===== config.mk =====
export PLATFORM = sky130hd
export DESIGN_NAME = fifo_ctrl_flat
export DESIGN_NICKNAME = d
export VERILOG_FILES = /design/src/rtl/fifo_ctrl_pkg.sv /design/src/rtl/fifo_ctrl_if.sv /design/src/rtl/fifo_ptr_cnt.sv /design/src/rtl/fifo_ctrl.sv /design/src/flat_wrapper.sv
export SDC_FILE = /design/constraint.sdc
export NUM_CORES = 1
export LEC_CHECK = 0
export ABC_CLOCK_PERIOD_IN_PS = 4300
export CORE_AREA = 2 2 48 50
export DETAILED_ROUTE_END_ITERATION = 8
export DIE_AREA = 0 0 50 52
export HOLD_SLACK_MARGIN = 0.06
export PLACE_DENSITY = 0.8
export SKIP_CTS_REPAIR_TIMING = 1
export SYNTH_ARGS = -nofsm -noshare
export SYNTH_HDL_FRONTEND = slang
export SYNTH_SLANG_ARGS = --single-unit

===== constraint.sdc =====
create_clock -name clk -period 4.3 [get_ports clk]
set_clock_uncertainty 0.1 [all_clocks]
set_input_delay 1.29 -clock clk [delete_from_list [all_inputs] [get_ports clk]]
set_output_delay 1.29 -clock clk [all_outputs]
set_load 0.02 [all_outputs]

===== src/rtl/fifo_ctrl_pkg.sv =====
// ============================================================================
// Module      : fifo_ctrl_pkg
// Description : Shared FSM state encodings and widths for the FIFO controller.
// Revision    : 1.0 - initial release
// ============================================================================
`default_nettype none

package fifo_ctrl_pkg;
  localparam int STATE_W = 3;

  typedef enum logic [STATE_W-1:0] {
    S_RESET  = 3'd0,
    S_INIT   = 3'd1,
    S_IDLE   = 3'd2,
    S_ACTIVE = 3'd3,
    S_ERROR  = 3'd4
  } state_t;
endpackage

`default_nettype wire


===== src/rtl/fifo_ctrl_if.sv =====
// ============================================================================
// Module      : fifo_ctrl_if
// Description : Request/strobe/status bundle between the ports and fifo_ctrl.
// Revision    : 1.0 - initial release
// ============================================================================
`default_nettype none

interface fifo_ctrl_if #(
  parameter int PTR_L = 2
);
  import fifo_ctrl_pkg::*;

  logic               init;
  logic [PTR_L:0]     th_high;
  logic [PTR_L:0]     th_low;
  logic               push_req;
  logic               pop_req;
  logic               push;
  logic               pop;
  logic [PTR_L-1:0]   wr_ptr;
  logic [PTR_L-1:0]   rd_ptr;
  logic [PTR_L:0]     count;
  logic               full;
  logic               empty;
  logic               almost_full;
  logic               almost_empty;
  logic               error;
  logic [STATE_W-1:0] state;

  modport master (
    output init, th_high, th_low, push_req, pop_req,
    input  push, pop, wr_ptr, rd_ptr, count, full, empty,
           almost_full, almost_empty, error, state
  );

  modport slave (
    input  init, th_high, th_low, push_req, pop_req,
    output push, pop, wr_ptr, rd_ptr, count, full, empty,
           almost_full, almost_empty, error, state
  );
endinterface

`default_nettype wire


===== src/rtl/fifo_ptr_cnt.sv =====
// ============================================================================
// Module      : fifo_ptr_cnt
// Description : Enable-gated wrapping pointer with synchronous clear.
// Revision    : 1.0 - initial release
// ============================================================================
`default_nettype none

module fifo_ptr_cnt #(
  parameter int W = 2
) (
  input  logic         clk,
  input  logic         rst,
  input  logic         clr_i,
  input  logic         en_i,
  output logic [W-1:0] cnt_o
);
  logic [W-1:0] cnt_q;

  always_ff @(posedge clk or posedge rst) begin
    if (rst) begin
      cnt_q <= '0;
    end else if (clr_i) begin
      cnt_q <= '0;
    end else if (en_i) begin
      cnt_q <= cnt_q + W'(1);
    end
  end

  assign cnt_o = cnt_q;
endmodule

`default_nettype wire


===== src/rtl/fifo_ctrl.sv =====
// ============================================================================
// Module      : fifo_ctrl
// Description : FIFO pointer/occupancy/flag controller with INIT and ERROR FSM.
// Revision    : 1.0 - initial release
// ============================================================================
`default_nettype none

module fifo_ctrl
  import fifo_ctrl_pkg::*;
#(
  parameter int MEM_SIZE = 4,
  parameter int PTR_L    = 2
) (
  input  logic        clk,
  input  logic        reset,
  fifo_ctrl_if.slave  bus
);
  localparam int CNT_W = PTR_L + 1;

  state_t           state_q, state_d;
  logic [CNT_W-1:0] count_q, count_d;
  logic [CNT_W-1:0] th_high_q, th_low_q;
  logic             error_q, error_d;
  logic             push, pop, clr, err_cond, op_state;
  logic             full, empty;

  assign full  = (count_q == CNT_W'(MEM_SIZE));
  assign empty = (count_q == '0);

  always_comb begin
    op_state = (state_q == S_IDLE) || (state_q == S_ACTIVE);
    err_cond = op_state && ((bus.push_req && full && !bus.pop_req) ||
                            (bus.pop_req && empty));
    push     = op_state && !err_cond && bus.push_req && (!full || bus.pop_req);
    pop      = op_state && !err_cond && bus.pop_req && !empty;

    count_d = count_q;
    unique case ({push, pop})
      2'b10:   count_d = count_q + CNT_W'(1);
      2'b01:   count_d = count_q - CNT_W'(1);
      default: count_d = count_q;
    endcase

    state_d = state_q;
    error_d = error_q || err_cond;
    unique case (state_q)
      S_RESET:  state_d = S_INIT;
      S_INIT:   state_d = S_IDLE;
      S_IDLE:   if (err_cond) state_d = S_ERROR;
                else if (push) state_d = S_ACTIVE;
      S_ACTIVE: if (err_cond) state_d = S_ERROR;
                else if (count_d == '0) state_d = S_IDLE;
      S_ERROR:  state_d = S_ERROR;
      default:  state_d = S_RESET;
    endcase
    if (bus.init && state_q != S_RESET) begin
      state_d = S_INIT;
    end

    // Clearing on entry means INIT already shows zeroed pointers/count/error.
    clr = (state_d == S_INIT);
    if (clr) begin
      error_d = 1'b0;
      count_d = '0;
    end
  end

  always_ff @(posedge clk or posedge reset) begin
    if (reset) begin
      state_q   <= S_RESET;
      count_q   <= '0;
      error_q   <= 1'b0;
      th_high_q <= CNT_W'(MEM_SIZE);
      th_low_q  <= '0;
    end else begin
      state_q <= state_d;
      count_q <= count_d;
      error_q <= error_d;
      if (state_q == S_INIT) begin
        th_high_q <= bus.th_high;
        th_low_q  <= bus.th_low;
      end
    end
  end

  fifo_ptr_cnt #(.W(PTR_L)) u_wr_ptr (
    .clk   (clk),
    .rst   (reset),
    .clr_i (clr),
    .en_i  (push),
    .cnt_o (bus.wr_ptr)
  );

  fifo_ptr_cnt #(.W(PTR_L)) u_rd_ptr (
    .clk   (clk),
    .rst   (reset),
    .clr_i (clr),
    .en_i  (pop),
    .cnt_o (bus.rd_ptr)
  );

  assign bus.push         = push;
  assign bus.pop          = pop;
  assign bus.count        = count_q;
  assign bus.full         = full;
  assign bus.empty        = empty;
  assign bus.almost_full  = (count_q >= th_high_q);
  assign bus.almost_empty = (count_q <= th_low_q);
  assign bus.error        = error_q;
  assign bus.state        = state_q;
endmodule

`default_nettype wire


===== src/flat_wrapper.sv =====
// flat-port wrapper written by rule: the top's interface ports become plain ports
module fifo_ctrl_flat import fifo_ctrl_pkg::*;
#(
  parameter int MEM_SIZE = 4,
  parameter int PTR_L    = 2
)
  (clk, reset, bus_init, bus_th_high, bus_th_low, bus_push_req, bus_pop_req, bus_push, bus_pop, bus_wr_ptr, bus_rd_ptr, bus_count, bus_full, bus_empty, bus_almost_full, bus_almost_empty, bus_error, bus_state);
  fifo_ctrl_if #(.PTR_L(PTR_L)) bus_i ();
  input  logic clk;
  input  logic reset;
  input wire logic [$bits(bus_i.init)-1:0] bus_init;
  input wire logic [$bits(bus_i.th_high)-1:0] bus_th_high;
  input wire logic [$bits(bus_i.th_low)-1:0] bus_th_low;
  input wire logic [$bits(bus_i.push_req)-1:0] bus_push_req;
  input wire logic [$bits(bus_i.pop_req)-1:0] bus_pop_req;
  output wire logic [$bits(bus_i.push)-1:0] bus_push;
  output wire logic [$bits(bus_i.pop)-1:0] bus_pop;
  output wire logic [$bits(bus_i.wr_ptr)-1:0] bus_wr_ptr;
  output wire logic [$bits(bus_i.rd_ptr)-1:0] bus_rd_ptr;
  output wire logic [$bits(bus_i.count)-1:0] bus_count;
  output wire logic [$bits(bus_i.full)-1:0] bus_full;
  output wire logic [$bits(bus_i.empty)-1:0] bus_empty;
  output wire logic [$bits(bus_i.almost_full)-1:0] bus_almost_full;
  output wire logic [$bits(bus_i.almost_empty)-1:0] bus_almost_empty;
  output wire logic [$bits(bus_i.error)-1:0] bus_error;
  output wire logic [$bits(bus_i.state)-1:0] bus_state;
  assign bus_i.init = bus_init;
  assign bus_i.th_high = bus_th_high;
  assign bus_i.th_low = bus_th_low;
  assign bus_i.push_req = bus_push_req;
  assign bus_i.pop_req = bus_pop_req;
  assign bus_push = bus_i.push;
  assign bus_pop = bus_i.pop;
  assign bus_wr_ptr = bus_i.wr_ptr;
  assign bus_rd_ptr = bus_i.rd_ptr;
  assign bus_count = bus_i.count;
  assign bus_full = bus_i.full;
  assign bus_empty = bus_i.empty;
  assign bus_almost_full = bus_i.almost_full;
  assign bus_almost_empty = bus_i.almost_empty;
  assign bus_error = bus_i.error;
  assign bus_state = bus_i.state;
  fifo_ctrl #(.MEM_SIZE(MEM_SIZE), .PTR_L(PTR_L)) u_core (.clk(clk), .reset(reset), .bus(bus_i));
endmodule

# After elaboration in Yosys (flattened, before gate mapping)
# Cells that the tools add are included.
# word_totals
register_bits	17
inputBits	11
output_inout_bits	17
elab_cells	58
# classes
addsub	4
magnitude_cmp	2
n_eq_ne	8
muxes	13
reduce_logical	24
# op_table
op	count
2-to-1 mux 3 bit	6
one-hot mux 3 bit (5 select lines)	1
logical AND 1 bit	10
logical NOT 3 bit	3
2-to-1 mux 2 bit	4
== test 3 x 1 -> 1 bit (second input constant)	2
== test 3 x 2 -> 1 bit (second input constant)	2
== test 3 bit (second input constant)	2
one-hot mux 3 bit (2 select lines)	1
adder 2 x 1 -> 2 bit (second input constant)	2
logical NOT 1 bit	4
logical OR 1 bit	4
nonzero test 2 bit	2
adder 3 x 1 -> 3 bit (second input constant)	1
>= comparator 3 bit	1
<= comparator 3 bit	1
nonzero test 3 bit	1
subtractor 3 x 1 -> 3 bit (second input constant)	1
== test 2 x 1 -> 1 bit (second input constant)	1
== test 2 bit (second input constant)	1
2-to-1 mux 1 bit	1

# Longest topological paths before layout
# Gate-level depths: netlist of run 1.
# logic_depth
depth_word	18
mapped_depth	9
depth_no_buf	9

# Modules after synthesis
# A second synthesis of run 1 with hierarchy kept.
# unflattened
hier_cells	98
area_unflattened_um2	1003.5
# modules_own_cells
mod	n_inst	cells_each	area_per_inst_um2	seq_area_each_um2
fifo_ctrl	1	82	818.3	326.6
fifo_ptr_cnt	2	8	92.6	50.0

# Worst setup path before layout of run 1
# OpenSTA, ideal clock, no wires.
# synth_path
path_kind	input to output
start	input bus_pop_req
end	output bus_push
arrival_ns	2.092
t_required_ns	2.910
path_slack_ns	0.818
cell_stages	3
path_buffers	0
path_cell_list	or4b_4 > o2111ai_2 > inv_1
# synth_between
elab_chain_len	8
elab_cells_between_ends	10
classes_between	10 x reduce/logical
# synth_lines
element	line	text
start: declaration	flat_wrapper.sv:15	input wire logic [$bits(bus_i.pop_req)-1:0] bus_pop_req;
logical NOT 1 bit	fifo_ctrl.sv:32	err_cond = op_state && ((bus.push_req && full && !bus.pop_req) ||
logical AND 1 bit	fifo_ctrl.sv:32	
logical OR 1 bit	fifo_ctrl.sv:32	
logical AND 1 bit	fifo_ctrl.sv:32	
logical NOT 1 bit	fifo_ctrl.sv:34	push = op_state && !err_cond && bus.push_req && (!full || bus.pop_req);
logical AND 1 bit (2 in a row)	fifo_ctrl.sv:34	
logical AND 1 bit (*)	fifo_ctrl.sv:34	
end: declaration	flat_wrapper.sv:16	output wire logic [$bits(bus_i.push)-1:0] bus_push;
# Mark *: on every way between the ends. The rest lies on a longest branch, timed or not.

# Worst setup path in the final report of run 1
# layout_path
start	input bus_pop_req
end	output bus_pop
# layout_between
elab_chain_len	8
elab_cells_between_ends	9
classes_between	9 x reduce/logical
# layout_lines
element	line	text
logical NOT 1 bit	fifo_ctrl.sv:32	
logical AND 1 bit	fifo_ctrl.sv:32	
logical OR 1 bit	fifo_ctrl.sv:32	
logical AND 1 bit	fifo_ctrl.sv:32	
logical NOT 1 bit	fifo_ctrl.sv:35	pop = op_state && !err_cond && bus.pop_req && !empty;
logical AND 1 bit	fifo_ctrl.sv:35	
logical AND 1 bit (*) (2 in a row)	fifo_ctrl.sv:35	
end: declaration	flat_wrapper.sv:17	output wire logic [$bits(bus_i.pop)-1:0] bus_pop;
# Marked as above.

==> results.sh, run 1 <==
export IMPL_status="finished clean"
export IMPL_max_stage_delay_ns=0.62
export IMPL_die_w_um=50
export IMPL_cp_required_ns=2.91
export IMPL_dpl_cell_area_mm2=0.00129
export IMPL_synth_cells=98
export IMPL_core_area_mm2=0.00211
export IMPL_rrSetupSlack_ns=1.58
export IMPL_fin_crit_ns=4.13
export IMPL_fmax_mhz=242
export IMPL_io_pins=28
export IMPL_slew_headroom_pct=55.7
export IMPL_synth_avg_cell_area_um2=10.0
export IMPL_syn_area_um2=980
export IMPL_setup_viol=0
export IMPL_drive_gt1_share_pct=7.69
export IMPL_async_flop_share_pct=100
export IMPL_hp_start="u_core.th_low_q[0]"
export IMPL_synth_most_common_cell="dfrtp_1"
export IMPL_startpoint_type="input pin"
export IMPL_yosys_area_top_type="dfrtp_1"
export IMPL_syn_nets=117
export IMPL_max_cap_violations=0
export IMPL_grt_util_all_layers_pct=17.3
export IMPL_dpl_hpwl_um=1500
export IMPL_critical_path_top_delay_family="buffers and inverters"
export IMPL_ant_nets=0
export IMPL_irDropWorstVdd_mv=0.329
export IMPL_yosys_warnings=0
export IMPL_power_density_mw_per_mm2=481
export IMPL_drv_slew=0
export IMPL_path_class="input pin to primary output"
export IMPL_num_rows=17
export IMPL_reg2reg_depth=10
export IMPL_die_area_mm2=0.00260
export IMPL_arrival_ns=2.74
export IMPL_crit_buf_inv=3
export IMPL_critPathMaxFanout=6
export IMPL_numCtsBuffers=3
export IMPL_grt_overflow_total=0
export IMPL_cts_tree="built"
export IMPL_synth_edf_count=0
export IMPL_hold_class="flop to flop"
export IMPL_hold_viol_final=0
export IMPL_synth_flop_cell="dfrtp_1"
export IMPL_clock_path_buffers=2
export IMPL_synth_top_cell_area_share_pct=40.9
export IMPL_path_common_cell="clkdlybuf4s50_1"
export IMPL_nets=150
export IMPL_clockRootBuffer="clkbuf_4"
export IMPL_yosys_register_bits=17
export IMPL_firstDrtPassIters=3
export IMPL_hold_end="u_core.th_low_q[0]"
export IMPL_avgRoutedWirePerCell_um=12.4
export IMPL_grt_first_pass_wirelength_um=3370
export IMPL_path_cells="clkdlybuf4s50_1 -> buf_4 -> and3_1 -> clkdlybuf4s50_1"
export IMPL_clock_sinks=17
export IMPL_worstSetupEndpointType="primary output"
export IMPL_synth_area_top_cells="dfrtp_1 41%, ha_1 8.9%, inv_1 4.6%"
export IMPL_setup_tns_ns=0
export IMPL_clk_pin_slew_ns=0.09
export IMPL_rsz0062_at_grt="false"
export IMPL_timing_rr_start="u_core.bus.count[1]"
export IMPL_wirelength_um=1950
export IMPL_dr_first_iter_drc_count=5
export IMPL_r2r_end="u_core.bus.state[0]"
export IMPL_drt_vias_per_instance=5.09
export IMPL_die_h_um=52
export IMPL_synth_top_cells_by_count="16 x dfrtp_1, 12 x inv_1, 11 x nor2_1"
export IMPL_antenna_found_initial=0
export IMPL_slowest_stage="clkdlybuf4s50_1"
export IMPL_design_area_mm2=0.00132
export IMPL_drcViolationCount=0
export IMPL_diodes=0
export IMPL_place_gp_congestion=0.717
export IMPL_vias=805
export IMPL_clock_latency_ns=0.28
export IMPL_grt_pass1_vias=803
export IMPL_start_util_pct=46.5
export IMPL_yosysUniqueCellTypes=36
export IMPL_worst_slew_pin_slew_ns=0.664
export IMPL_grt_max_degree=18
export IMPL_htree_levels=1
export IMPL_yosysSeqAreaShare_pct=43.6
export IMPL_whs_path_depth=1
export IMPL_power_leakage_nw=0.604
export IMPL_port_buffers=27
export IMPL_post_route_period_util_pct=96.0
export IMPL_area_delta_synth_final_pct=35.1
## cell type report
class / count / area (um^2)
timing repair buffer: 29 / 288
fill: 180 / 782
multi-input combinational: 68 / 503
sequential: 17 / 427
tap: 28 / 35.0
inverter: 12 / 45.0
clock buffer: 4 / 26.3
## state kept, by name, summed over array words and instances (netlist names)
signal and cells:
u_core.th_low_q 3, u_core.th_high_q 3, u_core.bus.error 1, u_core.u_rd_ptr.cnt_o 2, u_core.bus.state 3, u_core.bus.count 3, u_core.u_wr_ptr.cnt_o 2
## routing by layer
layer / routed length (um) / vias to the layer above / global-route usage (%) / share of wire, %
met5: 0 / - / 0 / 0
met3: 77 / 4 / 3.16 / 3.9
li1: - / 398 / - / -
met1: 888 / 380 / 20.3 / 45
met2: 950 / 23 / 30.3 / 49
met4: 36 / 0 / 8.33 / 1.8
## layout by cell type, fill, tap and decap left out, types with 2 or more instances in the layout
cell type and instances:
clkdlybuf4s50_1 26, nand2_1 5, inv_1 12, ha_1 7
xor2_1 2, nor2_1 11, a22oi_1 2, buf_4 2
o21ai_0 5, xnor2_1 4, nor2b_1 2, a21o_1 2
nand2b_1 2, dfrtp_1 16, clkbuf_4 3, a21oi_1 2
mux2_1 2, a31oi_1 2, or3_1 2
## where the power goes
group	total (mW)	leakage, nW	internal [mW]	switching [mW]
clock network	0.0837	0.0150	0.0360	0.0477
registers	0.238	0.219	0.206	0.0318
logic	0.315	0.369	0.152	0.162
## cell families after synthesis
logic type	synth area share, %
and+or+nand+nor	18.0
buffers and inverters	5.11
DFF	43.6
AOI/OAI and AO/OA	13.2
muxes	3.83
adders and majority gates	11.0
xor gates and xnor gates	5.36
## how the worst max path moves through the flow
stage | from | to | slack [ns] | cells after the start
after global placement | bus_pop_req | bus_push | -0.02 | 5
final | bus_pop_req | bus_pop | 0.17 | 4
after floorplan | bus_pop_req | bus_push | 0.82 | 3
after CTS | bus_pop_req | bus_push | -0.07 | 5
after detailed placement | bus_pop_req | bus_push | -0.06 | 5
after global routing | bus_pop_req | bus_pop | 0.09 | 4
## stage by stage
stage               total power, mW  std cells  hold slack [ns]  setup WS [ns]  utilization [%]
floorplan                     0.443         98            0.362          0.818                -
global placement              0.546        154            0.375        -0.0197             61.5
detailed placement            0.558        154            0.393        -0.0631             61.5
CTS                           0.647        158            0.417        -0.0696             62.7
global route                  0.691        158            0.437         0.0931             62.9
finish                        0.636        158            0.410          0.174             62.9
Power figures use the tool's default switching activity.
==> inputs of run 2 (changes only) <==
--- a/config.mk
+++ b/config.mk
@@ -9,6 +9,7 @@
 export CORE_AREA = 2 2 48 50
 export DETAILED_ROUTE_END_ITERATION = 8
 export DIE_AREA = 0 0 50 52
+export GPL_TIMING_DRIVEN = 1
 export HOLD_SLACK_MARGIN = 0.06
 export PLACE_DENSITY = 0.8
 export SKIP_CTS_REPAIR_TIMING = 1
==> results of run 2 <==
Same layout as run 1: the final DEF is identical, and so are final timing and power.
==> inputs of run 3 (changes only) <==
--- a/config.mk
+++ b/config.mk
@@ -7,11 +7,12 @@
 export LEC_CHECK = 0
 export ABC_CLOCK_PERIOD_IN_PS = 4300
 export CORE_AREA = 2 2 48 50
+export CTS_CLUSTER_DIAMETER = 60
 export DETAILED_ROUTE_END_ITERATION = 8
 export DIE_AREA = 0 0 50 52
 export GPL_TIMING_DRIVEN = 1
 export HOLD_SLACK_MARGIN = 0.06
-export PLACE_DENSITY = 0.8
+export PLACE_DENSITY_LB_ADDON = 0.15
 export SKIP_CTS_REPAIR_TIMING = 1
 export SYNTH_ARGS = -nofsm -noshare
 export SYNTH_HDL_FRONTEND = slang
==> run 3 against run 2 <==
Sequential power barely moved. Sequential cell count unchanged. Non-clock buffer count unchanged. Cell area is essentially flat. Clock power is 2% higher. Hold slack worse by 0.0052 ns. Global-route usage shrank 0.59 points. Total power decreased by 0.57%. Fmax decreased by 0.22%. Highest routed layer unchanged.
==> results.sh, run 3 (synthesis results as in run 1) <==
export IMPL_final_fill_count=180
export IMPL_clock_sinks=17
export IMPL_core_area_mm2=0.00211
export IMPL_final_cell_mix="26 x clkdlybuf4s50_1, 16 x dfrtp_1, 12 x inv_1"
export IMPL_place_gp_congestion=0.711
export IMPL_dr_first_iter_drc_count=6
export IMPL_clk_pin_slew_ns=0.10
export IMPL_setup_tns_ns=0
export IMPL_path_class="input pin to primary output"
export IMPL_htree_levels=1
export IMPL_die_area_mm2=0.00260
export IMPL_drv_slew=0
export IMPL_max_cap_violations=0
export IMPL_drcViolationCount=0
export IMPL_setup_viol=0
export IMPL_antenna_found_initial=0
export IMPL_hold_class="flop to flop"
export IMPL_grt_max_degree=18
export IMPL_clockRootBuffer="clkbuf_4"
export IMPL_num_rows=17
export IMPL_port_buffers=27
export IMPL_whs_path_depth=1
export IMPL_critPathMaxFanout=6
export IMPL_dpl_hpwl_um=1460
export IMPL_grt_pass1_vias=708
export IMPL_multi_input_area_um2=503
export IMPL_grt_first_pass_wirelength_um=3170
export IMPL_diodes=0
export IMPL_reg2reg_depth=10
export IMPL_power_leakage_nw=0.606
export IMPL_grt_overflow_total=0
export IMPL_arrival_ns=2.74
export IMPL_power_density_mw_per_mm2=478
export IMPL_area_delta_synth_final_pct=35.2
export IMPL_slew_headroom_pct=58.1
export IMPL_fmax_mhz=242
export IMPL_layout_cells_most_common="clkdlybuf4s50_1"
export IMPL_start_util_pct=46.5
export IMPL_pre_cts_slack_ns=-0.0706
export IMPL_clock_latency_ns=0.29
export IMPL_startpoint_type="input pin"
export IMPL_design_area_mm2=0.00133
export IMPL_worst_slew_pin_slew_ns=0.628
export IMPL_cp_required_ns=2.91
export IMPL_vias=800
export IMPL_layout_setup_ws_ns=0.165
export IMPL_dpl_cell_area_mm2=0.00129
export IMPL_drive_gt1_share_pct=8.46
export IMPL_die_h_um=52
export IMPL_firstDrtPassIters=3
export IMPL_cts_tree="built"
export IMPL_grt_util_all_layers_pct=16.7
export IMPL_total_power_mw=0.633
export IMPL_utilization_pct=62.9
export IMPL_ant_nets=0
export IMPL_fin_crit_ns=4.13
export IMPL_die_w_um=50
export IMPL_nets=150
export IMPL_avgRoutedWirePerCell_um=11.8
export IMPL_irDropWorstVdd_mv=0.324
export IMPL_wirelength_um=1870
export IMPL_io_pins=28
export IMPL_regArea_um2=427
export IMPL_status="finished clean"
export IMPL_worstSetupEndpointType="primary output"
export IMPL_clock_path_buffers=2
export IMPL_post_route_period_util_pct=96.2
export IMPL_drt_vias_per_instance=5.06
export IMPL_numCtsBuffers=3
export IMPL_rrSetupSlack_ns=1.60
export IMPL_hold_viol_final=0
export IMPL_rsz0062_at_grt="false"
## run 3: worst max-delay path, stage by stage
cell,delay (ns)
clkdlybuf4s50_1,0.49
buf_4,0.14
and3_1,0.20
clkdlybuf4s50_1,0.62
## run 3: where the power goes
group | switching, mW | internal [mW] | total [mW]
sequential | 0.0310 | 0.206 | 0.237
combinational | 0.158 | 0.152 | 0.310
clock | 0.0510 | 0.0346 | 0.0856
total | 0.240 | 0.393 | 0.633
## run 3: layout make-up
type | count | area share (%)
clock buffer | 3 | 1.70
clock inverter | 1 | 0.378
inverter | 12 | 3.40
multi-input combinational | 68 | 38.0
sequential | 17 | 32.2
tap | 28 | 2.64
timing repair buffer | 29 | 21.7
## run 3: worst paths after layout
check | endpoint | startpoint
worst max-delay path | bus_pop | bus_pop_req
worst min-delay path | u_core.th_high_q[0] | u_core.th_high_q[0]
worst max register to register | u_core.bus.state[0] | u_core.bus.count[2]
worst min register to register | u_core.th_high_q[0] | u_core.th_high_q[0]
max in group asynchronous | u_core.th_low_q[1] | reset
min in group asynchronous | u_core.bus.state[1] | reset
## run 3: per-layer routing
layer / track usage [%] / share of wire, % / up-vias / wire (um)
met2: 27.6 / 49 / 21 / 923
met3: 2.87 / 4.5 / 5 / 84
met1: 20.3 / 44 / 375 / 820
met5: 0 / 0 / - / 0
met4: 9.72 / 2.0 / 0 / 37
li1: - / - / 399 / -
## run 3: per-stage QoR
stage / std cells / hold slack, ns
floorplan: 98 / 0.362
global placement: 154 / 0.374
detailed placement: 154 / 0.387
CTS: 158 / 0.411
global route: 158 / 0.440
finish: 158 / 0.405
